`src/rtl/branch_trace_pkg.sv`:
```
// Shared types for the branch trace recorder: trace word, FIFO event entry and
// record-writer FSM states.
package branch_trace_pkg;

    localparam int unsigned WORDS_PER_RECORD = 3;
    localparam int unsigned TRACE_W          = 65;
    localparam int unsigned XLEN             = 32;

    typedef logic [TRACE_W-1:0] trace_word_t;

    typedef struct packed {
        logic [XLEN-1:0] pc;
        logic [XLEN-1:0] target;
        logic            taken;
        logic            pred;
    } trace_event_t;

    typedef enum logic [2:0] {
        ST_IDLE,
        ST_WR_PC,
        ST_WR_TGT,
        ST_WR_RES,
        ST_DONE
    } rec_state_e;

    // Zero-extend a 32-bit field into one trace memory word.
    function automatic trace_word_t to_word(input logic [XLEN-1:0] v);
        return {(TRACE_W - XLEN)'(0), v};
    endfunction

endpackage

```
`src/rtl/branch_trace_recorder_fifo.sv`:
```
// trace_event_fifo: small synchronous FIFO of branch events with a flush that
// can coexist with a same-cycle push (the pushed entry survives the flush).
module trace_event_fifo
    import branch_trace_pkg::*;
#(
    parameter int unsigned FIFO_DEPTH = 4
) (
    input  logic         clk,
    input  logic         reset,
    input  logic         i_flush,
    input  logic         i_push,
    input  trace_event_t i_push_data,
    input  logic         i_pop,
    output trace_event_t o_pop_data,
    output logic         o_full,
    output logic         o_empty
);

    localparam int unsigned PTR_W = $clog2(FIFO_DEPTH);
    localparam int unsigned CNT_W = PTR_W + 1;

    trace_event_t     r_mem [FIFO_DEPTH];
    logic [PTR_W-1:0] r_wr_ptr;
    logic [PTR_W-1:0] r_rd_ptr;
    logic [CNT_W-1:0] r_count;
    logic             w_push;
    logic             w_pop;

    assign o_full     = (r_count == CNT_W'(FIFO_DEPTH));
    assign o_empty    = (r_count == '0);
    assign o_pop_data = r_mem[r_rd_ptr];

    // A full FIFO refuses a push even if it is popped in the same cycle.
    assign w_push = i_push & ~o_full;
    assign w_pop  = i_pop & ~o_empty & ~i_flush;

    always_ff @(posedge clk or posedge reset) begin
        if (reset) begin
            r_wr_ptr <= '0;
            r_rd_ptr <= '0;
            r_count  <= '0;
        end else if (i_flush) begin
            r_wr_ptr <= PTR_W'(w_push);
            r_rd_ptr <= '0;
            r_count  <= CNT_W'(w_push);
        end else begin
            if (w_push) r_wr_ptr <= r_wr_ptr + PTR_W'(1);
            if (w_pop)  r_rd_ptr <= r_rd_ptr + PTR_W'(1);
            r_count <= r_count + CNT_W'(w_push) - CNT_W'(w_pop);
        end
    end

    always_ff @(posedge clk) begin
        if (w_push) r_mem[i_flush ? PTR_W'(0) : r_wr_ptr] <= i_push_data;
    end

endmodule

```
`src/rtl/branch_trace_recorder.sv`:
```
// branch_trace_recorder: buffers resolved-branch events and writes them as
// PC/target/result word triples into trace memory. Optional statistics: TRACE_STATS_EN.
module branch_trace_recorder
    import branch_trace_pkg::*;
#(
    parameter int unsigned DEPTH_WORDS = 5376,
    parameter int unsigned FIFO_DEPTH  = 4,
    parameter int unsigned ADDR_W      = $clog2(DEPTH_WORDS)
) (
    input  logic              clk,
    input  logic              reset,
    input  logic              start,
    input  logic              ev_valid,
    output logic              ev_ready,
    input  logic [31:0]       ev_pc,
    input  logic [31:0]       ev_target,
    input  logic              ev_taken,
    input  logic              ev_pred,
    output logic              mem_we,
    output logic [ADDR_W-1:0] mem_addr,
    output trace_word_t       mem_wdata,
    output logic              mem_full,
    output logic [15:0]       rec_count,
    output logic [15:0]       drop_count,
    output logic [31:0]       hit_count,
    output logic [31:0]       event_count
);

    rec_state_e        r_state;
    rec_state_e        w_next_state;
    logic [ADDR_W-1:0] r_wr_addr;
    trace_event_t      r_hold;
    logic [15:0]       r_rec_count;
    logic [15:0]       r_drop_count;

    trace_event_t w_push_ev;
    trace_event_t w_fifo_out;
    logic         w_fifo_full;
    logic         w_fifo_empty;
    logic         w_clear;
    logic         w_pop;
    logic         w_load;
    logic         w_drop;
    logic         w_rec_done;
    logic         w_fits_now;
    logic         w_fits_next;
    logic         w_full_next;
    logic         w_at_end;

    // Room checks for a record starting at wr_addr now, or after this word2 write.
    assign w_fits_now  = (32'(r_wr_addr) + 32'(WORDS_PER_RECORD)) <= 32'(DEPTH_WORDS);
    assign w_fits_next = (32'(r_wr_addr) + 32'(WORDS_PER_RECORD) + 32'd1) <= 32'(DEPTH_WORDS);
    assign w_full_next = (32'(r_wr_addr) + 32'd1) == 32'(DEPTH_WORDS);
    assign w_at_end    = 32'(r_wr_addr) == 32'(DEPTH_WORDS);
    assign w_clear     = start & ((r_state == ST_IDLE) | (r_state == ST_DONE));

    always_comb begin
        w_push_ev        = '0;
        w_push_ev.pc     = ev_pc;
        w_push_ev.target = ev_target;
        w_push_ev.taken  = ev_taken;
`ifdef TRACE_STATS_EN
        w_push_ev.pred   = ev_pred;
`endif
    end

    trace_event_fifo #(.FIFO_DEPTH(FIFO_DEPTH)) u_fifo (
        .clk         (clk),
        .reset       (reset),
        .i_flush     (w_clear),
        .i_push      (ev_valid),
        .i_push_data (w_push_ev),
        .i_pop       (w_pop),
        .o_pop_data  (w_fifo_out),
        .o_full      (w_fifo_full),
        .o_empty     (w_fifo_empty)
    );

    assign ev_ready = ~w_fifo_full;
    assign mem_addr = r_wr_addr;

    always_ff @(posedge clk or posedge reset) begin
        if (reset) r_state <= ST_IDLE;
        else       r_state <= w_next_state;
    end

    always_comb begin
        w_next_state = r_state;
        case (r_state)
            ST_IDLE: begin
                if (w_clear)                        w_next_state = ST_IDLE;
                else if (!w_fifo_empty && w_fits_now) w_next_state = ST_WR_PC;
                else if (w_at_end)                  w_next_state = ST_DONE;
            end
            ST_WR_PC:  w_next_state = ST_WR_TGT;
            ST_WR_TGT: w_next_state = ST_WR_RES;
            ST_WR_RES: begin
                if (!w_fifo_empty && w_fits_next) w_next_state = ST_WR_PC;
                else if (w_full_next)             w_next_state = ST_DONE;
                else                              w_next_state = ST_IDLE;
            end
            ST_DONE: begin
                if (w_clear) w_next_state = ST_IDLE;
            end
            default: w_next_state = ST_IDLE;
        endcase
    end

    always_comb begin
        mem_we     = 1'b0;
        mem_wdata  = '0;
        mem_full   = 1'b0;
        w_pop      = 1'b0;
        w_load     = 1'b0;
        w_drop     = 1'b0;
        w_rec_done = 1'b0;
        case (r_state)
            ST_IDLE: begin
                w_load = ~w_clear & ~w_fifo_empty & w_fits_now;
                w_pop  = w_load;
            end
            ST_WR_PC: begin
                mem_we    = 1'b1;
                mem_wdata = to_word(r_hold.pc);
            end
            ST_WR_TGT: begin
                mem_we    = 1'b1;
                mem_wdata = to_word(r_hold.target);
            end
            ST_WR_RES: begin
                mem_we     = 1'b1;
                mem_wdata  = {(TRACE_W - 1)'(0), r_hold.taken};
                w_rec_done = 1'b1;
                w_load     = ~w_fifo_empty & w_fits_next;
                w_pop      = w_load;
            end
            ST_DONE: begin
                mem_full = 1'b1;
                w_drop   = ~w_clear & ~w_fifo_empty;
                w_pop    = w_drop;
            end
            default: ;
        endcase
    end

    always_ff @(posedge clk or posedge reset) begin
        if (reset) begin
            r_wr_addr    <= '0;
            r_hold       <= '0;
            r_rec_count  <= '0;
            r_drop_count <= '0;
        end else if (w_clear) begin
            r_wr_addr    <= '0;
            r_rec_count  <= '0;
            r_drop_count <= '0;
        end else begin
            if (w_load) r_hold <= w_fifo_out;
            if (mem_we) r_wr_addr <= r_wr_addr + ADDR_W'(1);
            if (w_rec_done && r_rec_count != '1)  r_rec_count  <= r_rec_count + 16'd1;
            if (w_drop && r_drop_count != '1)     r_drop_count <= r_drop_count + 16'd1;
        end
    end

    assign rec_count  = r_rec_count;
    assign drop_count = r_drop_count;

`ifdef TRACE_STATS_EN
    logic [31:0] r_hit_count;
    logic [31:0] r_event_count;

    always_ff @(posedge clk or posedge reset) begin
        if (reset) begin
            r_hit_count   <= '0;
            r_event_count <= '0;
        end else if (w_clear) begin
            r_hit_count   <= '0;
            r_event_count <= '0;
        end else if (w_rec_done) begin
            if (r_event_count != '1) r_event_count <= r_event_count + 32'd1;
            if ((r_hold.pred == r_hold.taken) && r_hit_count != '1)
                r_hit_count <= r_hit_count + 32'd1;
        end
    end

    assign hit_count   = r_hit_count;
    assign event_count = r_event_count;
`else
    logic w_unused;
    assign w_unused    = ^{ev_pred, r_hold.pred};
    assign hit_count   = '0;
    assign event_count = '0;
`endif

endmodule
```
`config.mk`:
```
export PLATFORM = sky130hd
export DESIGN_NAME = branch_trace_recorder
export DESIGN_NICKNAME = d
export VERILOG_FILES = /design/src/rtl/branch_trace_pkg.sv /design/src/rtl/branch_trace_recorder_fifo.sv /design/src/rtl/branch_trace_recorder.sv
export SDC_FILE = /design/constraint.sdc
export NUM_CORES = 1
export LEC_CHECK = 0
export CAP_MARGIN = 10
export CORE_ASPECT_RATIO = 0.9
export CORE_MARGIN = 2
export CORE_UTILIZATION = 49
export CTS_CLUSTER_SIZE = 8
export DETAILED_ROUTE_END_ITERATION = 6
export GPL_TIMING_DRIVEN = 0
export PLACE_DENSITY_LB_ADDON = 0.08
export SETUP_SLACK_MARGIN = 0.5
export SLEW_MARGIN = 10
export SYNTH_ARGS = -nofsm -noshare
export SYNTH_HDL_FRONTEND = slang
export SYNTH_HIERARCHICAL = 1
export SYNTH_SLANG_ARGS = --single-unit
```
`constraint.sdc`:
```
create_clock -name clk -period 8.3 [get_ports clk]
set_input_delay 1.66 -clock clk [delete_from_list [all_inputs] [get_ports clk]]
set_output_delay 1.66 -clock clk [all_outputs]
set_load 0.01 [all_outputs]
```
Word-level counts from Yosys, hierarchy flattened
Memories as Yosys holds them, arrays and structs flattened. A register that Yosys moved wholly into a read port is not among the register bits.
Cells that the tools add are included.

storage, ports and cells
  RAM bits = 260
  output and inout port bits = 177
  bits in registers = 55
  memories = 1
  input bits = 70

operators by class
  add/subtract/negate cells = 10
  equal/unequal tests = 11
  bitwise gates (word level) = 11
  reductions and logical operators = 15
  mux-type cells = 28
  magnitude comparators = 2

memory list
  memory        depth  bits a word  read ports  clocked after memory_dff  wr ports  RTL line                          text
  u_fifo.r_mem  4      65           1           1                         1         branch_trace_recorder_fifo.sv:22  trace_event_t r_mem [FIFO_DEPTH];

operators with widths
  kind                                                   number
  one-hot mux 32 bit (3 select lines)                    1
  2-to-1 mux 16 bit                                      4
  adder 16 x 1 -> 16 bit, second input constant          2
  <= comparator 32 x 13 -> 1 bit, second input constant  1
  inequality test 16 bit, second input constant          2
  2-to-1 mux 13 bit                                      2
  2-to-1 mux 3 bit                                       7
  adder 14 x 1 -> 15 bit, second input constant          1
  <= comparator 15 x 13 -> 1 bit, second input constant  1
  one-hot mux 3 bit (5 select lines)                     1
  adder 13 x 1 -> 14 bit, second input constant          1
  adder 13 x 2 -> 14 bit, second input constant          1
  == test 14 x 13 -> 1 bit, second input constant        1
  adder 13 x 1 -> 13 bit, second input constant          1
  == test 13 bit, second input constant                  1
  2-to-1 mux 2 bit                                       5
  nonzero test 2 bit                                     5
  bitwise AND 1 bit                                      7
  == test 3 x 2 -> 1 bit, second input constant          2
  == test 3 bit, second input constant                   2
  logical NOT 3 bit                                      2
  2-to-1 mux 1 bit                                       6
  adder 2 x 1 -> 2 bit, second input constant            2
  logical AND 1 bit                                      4
  other kinds (12)                                       15

Logic depth before layout (Yosys ltp)
Gate-level depths: netlist (run 1).

  depth in word-level cells = 11
  gate-level depth with buffers = 20

Cells and area by module
Netlist (run 1), hierarchy kept.

modules (own cells, without submodules)
  module                 seq. area each (µm²)  area an instance (µm²)  cells an instance  instances
  trace_event_fifo       8102.8                9958.3                  386                1
  branch_trace_recorder  2827.7                7031.7                  691                1

Least setup slack after synthesis (run 1)
No wires, ideal clock.

  kind = in2reg
  start point = in start
  end point = mem u_fifo/r_mem[1][0] in the netlist's numbering, enable pin
  path buffers = 3
  setup slack = -1.106 ns
  cell stages on the path = 5
  data arrival time = 8.752 ns
  path through = and2_1 clkbuf_1 clkbuf_1 clkbuf_1 nor4_1

on the way
  longest elaborated chain between the ends = 2

RTL lines
  what               RTL line                          text
  start, declared    branch_trace_recorder.sv:12       input logic start,
  bitwise AND 1 bit  branch_trace_recorder.sv:55       assign w_clear = start & ((r_state == ST_IDLE) | (r_state == ST_DONE));
  named net w_clear  branch_trace_recorder.sv:40       logic w_clear;
  2-to-1 mux 2 bit   branch_trace_recorder_fifo.sv:54  if (w_push) r_mem[i_flush ? PTR_W'(0) : r_wr_ptr] <= i_push_data;
  end, declared      branch_trace_recorder_fifo.sv:22

The timed path passes the listed nets, and every way through them passes these cells.

Final worst setup path (run 1)
  start point = reg r_state[2]
  end point = out mem_wdata[1]

on the way
  longest elaborated chain between the ends = 2
  elaborated cells on any way between the ends = 4
  those cells by class = eq/ne: 3; mux: 1

RTL lines
  what                                                              RTL line                      text
  start, declared                                                   branch_trace_recorder.sv:29   rec_state_e r_state;
  start signal, assigned                                            branch_trace_recorder.sv:84   else r_state <= w_next_state;
  == test 3 x 2 -> 1 bit or == test 3 x 1 -> 1 bit (tied branches)  branch_trace_recorder.sv:117  case (r_state)
  one-hot mux 32 bit (3 select lines) *                             branch_trace_recorder.sv:117
  end, declared                                                     branch_trace_recorder.sv:21   output trace_word_t mem_wdata,

Mark *: on every way between the ends. The rest lies on a longest branch, timed or not.

==> metrics.cfg, run 1 <==
[status]
status=finished, final reports clean

[critical_path]
critical_path_class=flip-flop to primary output
start_kind=flip-flop
crit_slowest_cell=clkbuf_1
cp_top_family=buffers and inverters
crit_path_cell_trace=clkbuf_1 > nor3b_1 > clkbuf_1 > a22o_1 > clkdlybuf4s50_1
worst_path_largest_cell_delay_ns=0.67
required_ns=6.64
cp_num_buf_inv=3
crit_fanout=10
worstPathArrival_ns=3.25
worst_setup_path_end_kind=primary output
cp_common_cell=clkbuf_1

[floorplan]
die_w_um=199
core.rowCount=64
initial_core_util_pct=49.6
die-area_um2=35900
die_h_um=180
core_um2=34000
io_pins=247

[timing]
final.period_utilization_pct=59.1
rsz0062_at_grt=no
fin_tns_setup_ns=0
fin_worst_skew_ns=0.0271
slew_headroom_pct=42.0
finalCriticalPeriod_ns=4.91
final_max_slew_viol_count=0
hold_viol=0
fmax_mhz=204
holdWs_ns=0.502
setup_violations=0
worst_slew_pin_slew_ns=0.864

[clock_network]
ctsResizeCount=0
cts_buffer_depth=3
cts_tree=built
cts_max_level=2
cts_sinks=380
ctsHoldBuffers=0
clkTransAtPathRegs_ns=0.05
clk_latency_ns=0.59
postCtsSetupRepairBufs=0
numCtsBuffers=53
cts-root-buf=clkbuf_16

[routing]
post_drt_wl_per_cell_um=19.4
routed_wl_mm=36.6
route.vias.total=9711
drc=0
dr.pass1.iters=4
initialDrtViolationCount=466
ant_nets=0
viasPerCell=5.14

[layout]
nNetsFinal=1466
drive_gt1_share_pct=24.5
fillerInstances=2587
fin_cells=1890
area_delta_synth_final_pct=25.5

[global_route]
grt_pass1_vias=9625
grt_max_degree=62
grt_first_pass_wirelength_mm=56.4
gr-total-overflow=0
gr-usage-all-layers_pct=20.6
grt_antenna_before_repair=4

[power]
p_leak_nw=8.01
irDropWorstVdd_v=0.000194
power_density_nw_per_um2=346
total_power_w=0.00732

[placed_design]
port_buffers=148
dp_hpwl_mm=24.7
gp_congestion=0.869
place_inst=1793

[worst_hold_path]
hold_path.class=flip-flop to flip-flop

[synthesis]
avgSynthCellArea_um2=15.7
yosysWarnings=6
syn_inst=1072
synth_area_um2=16800

[run]
cap_violations=0

-- layout make-up --
type	instances	area, um^2	share of cell area [%]
tap	462	578	2.73
clock buffer	92	1480	7.01
timing repair buffer	163	1760	8.34
inverter	16	65.1	0.308
buffer	152	1060	5.03
antenna	2	5.00	0.0237
sequential	380	10800	51.1
clock inverter	3	68.8	0.325
multi-input combinational	620	5310	25.1
-- layout by cell type, fill, tap and decap left out, types with 5 or more instances in the layout --
master,n
o21ai_0,29
dfrtp_1,120
nand2_1,35
nand3_1,19
mux2_4,39
nor3_1,13
buf_6,11
clkbuf_16,53
and3_1,9
conb_1,97
clkbuf_1,60
inv_1,15
a22o_1,33
nand4_1,9
ha_1,9
xnor2_1,23
and2_1,5
nor2_1,62
buf_16,6
buf_2,16
xor2_1,21
mux2_2,28
buf_4,101
o211ai_1,6
edfxtp_1,260
nor2b_1,6
o31ai_1,7
mux4_2,65
clkdlybuf4s50_1,148
a21oi_1,17
nor4_1,5
or3_1,9
nand2b_1,5
-- worst paths after layout --
check / from / endpoint / slack (ns) / depth (start not counted)
max: r_state[2] / mem_wdata[1] / 3.39 / 5
min: r_hold[53] / r_hold[53] / 0.50 / 1
max reg2reg: mem_addr[0] / u_fifo/r_count[2] / 3.75 / 20
min reg2reg: r_hold[53] / r_hold[53] / 0.50 / 1
max in group asynchronous: reset / r_hold[22] / 5.93 / 3
min in group asynchronous: reset / u_fifo/r_wr_ptr[0] / 1.52 / 2
-- metrics by stage --
stage                     setup slack (ns)  instance area, um^2  util [%]
after global placement               -2.23                19300      56.8
after global routing                  3.24                21100      62.3
after floorplan                       1.73                17200         -
after detailed placement              3.28                19600      57.7
final                                 3.39                21100      62.3
after CTS                             3.32                21100      62.3
-- where the power goes --
part           internal [W]  switching (W)
logic               0.00136        0.00123
registers           0.00253       0.000216
clock network       0.00120       0.000788
-- flip-flops by register name, indices dropped and copies added, names as in the netlist --
signal           cells
u_fifo/r_count       3
drop_count          16
u_fifo/r_mem       260
u_fifo/r_rd_ptr      2
u_fifo/r_wr_ptr      2
rec_count           16
r_state              3
mem_addr            13
r_hold              65
-- layer usage --
layer  up-vias  track usage [%]  wire length, um
met3        60             4.26             2170
met2       273             33.1            17500
met1      4847             28.9            16200
met5         -                0               28
li1       4527                -                -
met4         4             5.60              728
Note: power is estimated with default switching activity, not from simulation.
==> inputs of run 2 (changes only) <==
Clock period 8.3 ns to 4.3 ns, I/O delays scaled along.
==> run 2 against run 1 <==
Effect of this change: critical path depth up 14; core utilization grew 1.1 points; non-clock buffer count increased by 23; flip-flop and latch count did not move; cell count up 1.4%; first-iteration DRC count up 19%; clock power up 92%; via count increased by 2.3%; sequential power rose by 93%; largest power group unchanged.
==> metrics.cfg, run 2 (synthesis results as in run 1) <==
[clock_network]
cts_tree=built  ; unchanged
cts_max_level=2  ; unchanged
cts_sinks=380  ; unchanged
clk_latency_ns=0.57  ; was 0.59 ns
cts-root-buf=clkbuf_16  ; unchanged
ctsHoldBuffers=0  ; unchanged
cts_buffer_depth=3  ; unchanged
numCtsBuffers=53  ; unchanged
clkTransAtPathRegs_ns=0.06  ; was 0.05 ns

[critical_path]
worst_path_largest_cell_delay_ns=0.52  ; was 0.67 ns
worstPathArrival_ns=4.29  ; was 3.25 ns
crit_path_cell_trace=buf_8 > inv_6 > ha_4 > buf_6 > or3b_1 > o211ai_1 > a211oi_2 > o32a_1 > o31ai_4 > o311ai_4 > o21ai_2 > o31ai_2 > nor2_1 > ha_1 > inv_1 > ha_2 > inv_2 > fa_2 > nor2_1  ; was clkbuf_1 > nor3b_1 > clkbuf_1 > a22o_1 > clkdlybuf4s50_1
cp_common_cell=nor2_1  ; was clkbuf_1
worst_setup_path_end_kind=flip-flop  ; was primary output
crit_fanout=7  ; was 10
critical_path_class=flip-flop to flip-flop  ; was flip-flop to primary output
required_ns=4.76  ; was 6.64 ns
start_kind=flip-flop  ; unchanged
crit_slowest_cell=fa_2  ; was clkbuf_1

[layout]
fillerInstances=2613  ; was 2,587
largest_reg_flops=260  ; unchanged
area_delta_synth_final_pct=27.8  ; was 25.5%
mostFrequentLayoutCells=edfxtp_1 (260), clkdlybuf4s50_1 (148), buf_4 (120)  ; was edfxtp_1 (260), clkdlybuf4s50_1 (148), dfrtp_1 (120)
nNetsFinal=1489  ; was 1,466
drive_gt1_share_pct=27.7  ; was 24.5%
largestRegisters=u_fifo/r_mem x260, r_hold x65  ; unchanged
largest-register=u_fifo/r_mem  ; unchanged
final_common_cell=edfxtp_1  ; unchanged

[placed_design]
dp_hpwl_mm=25.2  ; was 24.7 mm
port_buffers=148  ; unchanged
gp_congestion=0.852  ; was 0.869

[floorplan]
die_w_um=199  ; unchanged
io_pins=247  ; unchanged
die_h_um=180  ; unchanged
core_um2=34000  ; unchanged
die-area_um2=35900  ; unchanged
core.rowCount=64  ; unchanged
initial_core_util_pct=49.6  ; unchanged

[routing]
post_drt_wl_per_cell_um=19.6  ; was 19.4 um
dr.pass1.iters=5  ; was 4
viasPerCell=5.18  ; was 5.14
initialDrtViolationCount=554  ; was 466
route.vias.total=9931  ; was 9,711
routed_wl_mm=37.5  ; was 36.6 mm
met3_length_mm=2.16  ; was 2.17 mm
wl_met1_mm=16.5  ; was 16.2 mm
drc=0  ; unchanged
maxUsedRoutingLayer=met4  ; was met5
met2_length_mm=18.1  ; was 17.5 mm
ant_nets=0  ; unchanged

[timing]
fin_worst_skew_ns=0.0167  ; was 0.0271 ns
holdWs_ns=0.506  ; was 0.502 ns
fin_tns_setup_ns=0  ; unchanged
hold_viol=0  ; unchanged
final_max_slew_viol_count=0  ; unchanged
final.period_utilization_pct=89.1
worst_slew_pin_slew_ns=0.884  ; was 0.864 ns
setup_violations=0  ; unchanged
finalCriticalPeriod_ns=3.83
slew_headroom_pct=40.6  ; was 42.0%
rsz0062_at_grt=yes  ; was no
fmax_mhz=261

[power]
irDropWorstVdd_v=0.000486  ; was 0.000194 V
p_leak_nw=8.20  ; was 8.01 nW
total_power_w=0.0144  ; was 0.00732 W
power_density_nw_per_um2=669  ; was 346 nW/um^2

[status]
status=finished, final reports clean  ; unchanged

[global_route]
grt_first_pass_wirelength_mm=57.9  ; was 56.4 mm
grt_pass1_vias=9832  ; was 9,625
grt_max_degree=48  ; was 62
gr-total-overflow=0  ; unchanged
grt_antenna_before_repair=4  ; unchanged
gr-usage-all-layers_pct=21.1  ; was 20.6%

[worst_hold_path]
hold_path.class=flip-flop to flip-flop  ; unchanged

[run]
cap_violations=0  ; unchanged

[run 2: area by class of cell]
class	count	area [um^2]	share of cell area (%)
Sequential cell	380	10800	50.2
Multi-Input combinational cell	620	5410	25.1
Timing Repair Buffer	186	1970	9.16
Clock buffer	94	1500	6.97
Buffer	152	1130	5.23
Tap cell	462	578	2.68
Inverter	16	76.3	0.354
Clock inverter	2	46.3	0.215
Antenna cell	4	10.0	0.0465
[run 2: report_power, final]
| group | switching, W | leakage [nW] | internal, W | total (W) |
|---|---|---|---|---|
| Clock | 0.00149 | 0.732 | 0.00233 | 0.00383 |
| Sequential | 0.000405 | 3.88 | 0.00489 | 0.00530 |
| Combinational | 0.00249 | 3.58 | 0.00280 | 0.00529 |
| Total | 0.00439 | 8.20 | 0.0100 | 0.0144 |
[run 2: worst max-delay path: cells and delay by family (launching register included)]
kind                       cells  cell delay, ns
AOI/OAI and AO/OA              7            1.37
adders and majority gates      4            1.05
buffers and inverters          5            0.40
DFF                            1            0.41
and+or+nand+nor                3            0.51
[run 2: worst paths after layout]
check,slack [ns],startpoint,cells after the start,to
min,0.51,r_hold[1],1,r_hold[1]
min reg2reg,0.51,r_hold[1],1,r_hold[1]
max reg2reg,0.47,mem_addr[0],19,u_fifo/r_count[1]
max in group asynchronous,2.82,reset,4,r_hold[10]
min in group asynchronous,0.71,reset,2,u_fifo/r_wr_ptr[0]
max,0.47,mem_addr[0],19,u_fifo/r_count[1]
[run 2: timing repair]
action	CTS	global route
gates cloned	0	0
endpoints found under the setup margin	99	62
setup buffers	5	14
resized for setup	25	18
endpoints found under the hold margin	0	0
pin swaps	3	6
[run 2: per-stage QoR]
stage / cells / utilization [%] / worst slack (ns) / cell area [um^2]
after CTS: 1898 / 62.9 / 0.448 / 21400
after detailed placement: 1797 / 58.0 / -0.256 / 19700
after global routing: 1912 / 63.4 / 0.302 / 21500
final: 1916 / 63.4 / 0.468 / 21500
after floorplan: 1168 / - / 0.355 / 17300
after global placement: 1778 / 56.9 / -1.97 / 19300
[run 2: routing by layer]
metal	vias up	track usage [%]
met5	-	0
met4	0	5.66
met3	59	4.33
met2	282	34.4
met1	5014	29.1
li1	4576	-
==> inputs of run 3 (changes only) <==
Settings changed: GPL_TIMING_DRIVEN 0 to 1, SKIP_CTS_REPAIR_TIMING set to 1.
==> run 3 against run 2 <==
Effect of this change: total power fell by 4.0%; sequential share of layout area rose by 3.2 points; critical path depth fell by 2; maximum frequency rose by 4.0%; clock power barely moved; non-clock buffer count fell by 159; cell count fell by 8.4%; core utilization fell by 3.7 points; worst setup slack improved by 0.15 ns; combinational power fell by 14%; highest routed layer unchanged; critical endpoint is now u_fifo/r_count[2].
==> metrics.cfg, run 3 (synthesis results as in run 1) <==
[timing]
setup_violations=0  ; unchanged
final.period_utilization_pct=85.7  ; was 89.1%
slew_headroom_pct=30.1  ; was 40.6%
finalCriticalPeriod_ns=3.68  ; was 3.83 ns
final_max_slew_viol_count=0  ; unchanged
fin_tns_setup_ns=0  ; unchanged
fmax_mhz=271  ; was 261 MHz
hold_viol=0  ; unchanged
fin_worst_skew_ns=0.0224  ; was 0.0167 ns
rsz0062_at_grt=yes  ; unchanged
fin_ws_ns=0.615  ; was 0.468 ns
worst_slew_pin_slew_ns=1.05  ; was 0.884 ns

[power]
irDropWorstVdd_v=0.000389  ; was 0.000486 V
total_power_w=0.0138  ; was 0.0144 W
p_leak_nw=7.35  ; was 8.20 nW
power_density_nw_per_um2=682  ; was 669 nW/um^2

[layout]
multi_input_area_um2=5460  ; was 5410 um^2
final_area_um2=20300  ; was 21,500 um^2
largest-register=u_fifo/r_mem  ; unchanged
final_common_cell=edfxtp_1  ; unchanged
nNetsFinal=1330  ; was 1,489
largestRegisters=u_fifo/r_mem x260, r_hold x65  ; unchanged
area_delta_synth_final_pct=20.4  ; was 27.8%
regArea_um2=10800  ; about the same
fillerInstances=2664  ; was 2,613
drive_gt1_share_pct=20.8  ; was 27.7%
largest_reg_flops=260  ; unchanged
mostFrequentLayoutCells=edfxtp_1 (260), clkdlybuf4s50_1 (148), dfrtp_1 (112)  ; was edfxtp_1 (260), clkdlybuf4s50_1 (148), buf_4 (120)

[routing]
dr.pass1.iters=4  ; was 5
route.vias.total=9326  ; was 9,931
routed_wl_mm=34.1  ; was 37.5 mm
viasPerCell=5.31  ; was 5.18
drc=0  ; unchanged
ant_nets=0  ; unchanged
post_drt_wl_per_cell_um=19.4  ; was 19.6 um
initialDrtViolationCount=530  ; was 554

[clock_network]
numCtsBuffers=53  ; unchanged
cts_tree=built  ; unchanged
cts-root-buf=clkbuf_16  ; unchanged
clkTransAtPathRegs_ns=0.06  ; about the same
cts_max_level=2  ; unchanged
cts_sinks=380  ; unchanged
cts_buffer_depth=3  ; unchanged
clk_latency_ns=0.58  ; was 0.57 ns

[critical_path]
crit_fanout=14  ; was 7
worst_setup_path_end_kind=flip-flop  ; unchanged
start_kind=flip-flop  ; unchanged
reg2reg_to=u_fifo/r_count[2]  ; was u_fifo/r_count[1]
worstPathArrival_ns=4.14  ; was 4.29 ns
timing.rr.start=mem_addr[5]  ; was mem_addr[0]
reg2reg_slack_ns=0.62  ; was 0.47 ns
reg2reg_depth=17  ; was 19
critical_path_class=flip-flop to flip-flop  ; unchanged
required_ns=4.75  ; was 4.76 ns
cp-startpoint=mem_addr[5]  ; was mem_addr[0]

[floorplan]
io_pins=247  ; unchanged
die-area_um2=35900  ; unchanged
core_um2=34000  ; unchanged
die_w_um=199  ; unchanged
die_h_um=180  ; unchanged
initial_core_util_pct=49.6  ; unchanged
core.rowCount=64  ; unchanged

[global_route]
grt_first_pass_wirelength_mm=53.5  ; was 57.9 mm
gr-usage-all-layers_pct=19.3  ; was 21.1%
gr-total-overflow=0  ; unchanged
grt_pass1_vias=9383  ; was 9,832
grt_antenna_before_repair=5  ; was 4
grt_max_degree=76  ; was 48

[status]
status=finished, final reports clean  ; unchanged

[worst_hold_path]
min-delay-start=r_hold[1]  ; unchanged
hold_end=r_hold[1]  ; unchanged
hold_depth=1  ; unchanged
hold_path.class=flip-flop to flip-flop  ; unchanged

[placed_design]
dp_hpwl_mm=20.3  ; was 25.2 mm
gp_congestion=0.872  ; was 0.852
place_worst_setup_slack_ns=0.111  ; was -0.256 ns
port_buffers=148  ; unchanged
placed_area_um2=18500  ; was 19,700 um^2

[run]
cap_violations=0  ; unchanged

==> run 3: cell types whose count changed in the layout (fill, tap and decap cells not counted), sizes merged <==
cell and change:
buf -137, clkbuf -23, diode -1, inv +1
==> run 3: report_power, final <==
part           leakage [nW]  switching [W]  internal, W
sequential             3.87       0.000592      0.00490
clock                 0.734        0.00150      0.00232
combinational          2.75        0.00206      0.00247
total                  7.35        0.00415      0.00969
==> run 3: how the worst max path moves through the flow <==
stage / to / slack, ns / cells past startpoint
finish: u_fifo/r_count[2] / 0.62 / 17
global route: u_fifo/r_count[2] / 0.36 / 17
CTS: u_fifo/r_count[2] / 0.1 / 18
detailed placement: u_fifo/r_count[2] / 0.11 / 18
global placement: u_fifo/r_count[2] / 0.18 / 18
floorplan: u_fifo/r_mem[1][10] / 0.35 / 5
==> run 3: metal layers <==
layer / GRT usage [%] / share of wire, % / wire (um) / up-vias
li1: - / - / - / 4254
met5: 0 / 0 / 0 / -
met1: 27.2 / 44 / 15100 / 4770
met4: 5.81 / 1.9 / 644 / 0
met3: 4.35 / 6.0 / 2060 / 54
met2: 30.1 / 48 / 16300 / 248
==> run 3: worst max-delay path: stages, from the launching register on <==
cell and delay (ns):
dfrtp_2 0.53, buf_4 0.21, xor2_1 0.25, nor2_1 0.09, a22oi_1 0.33, o32a_1 0.30, o31ai_4 0.11, o311ai_4 0.35
o21ai_2 0.12, o31ai_2 0.10, nor2_1 0.07, ha_1 0.28, inv_1 0.06, ha_1 0.13, inv_1 0.05, fa_1 0.37
xnor2_1 0.16, nor2_1 0.05
==> run 3: final cells by class <==
class | count | area share, %
sequential | 380 | 53.4
multi-input combinational | 620 | 26.9
timing repair buffer | 179 | 8.82
clock buffer | 93 | 7.33
tap | 462 | 2.85
clock inverter | 3 | 0.339
inverter | 16 | 0.315
antenna | 3 | 0.0370
==> run 3: per-stage QoR <==
step                      cells  hold slack (ns)  util [%]
after detailed placement   1651            0.495      54.6
final                      1756            0.504      59.7
after floorplan            1168            0.475         -
after global routing       1753            0.514      59.7
after global placement     1651            0.488      54.6
after CTS                  1747            0.508      59.2
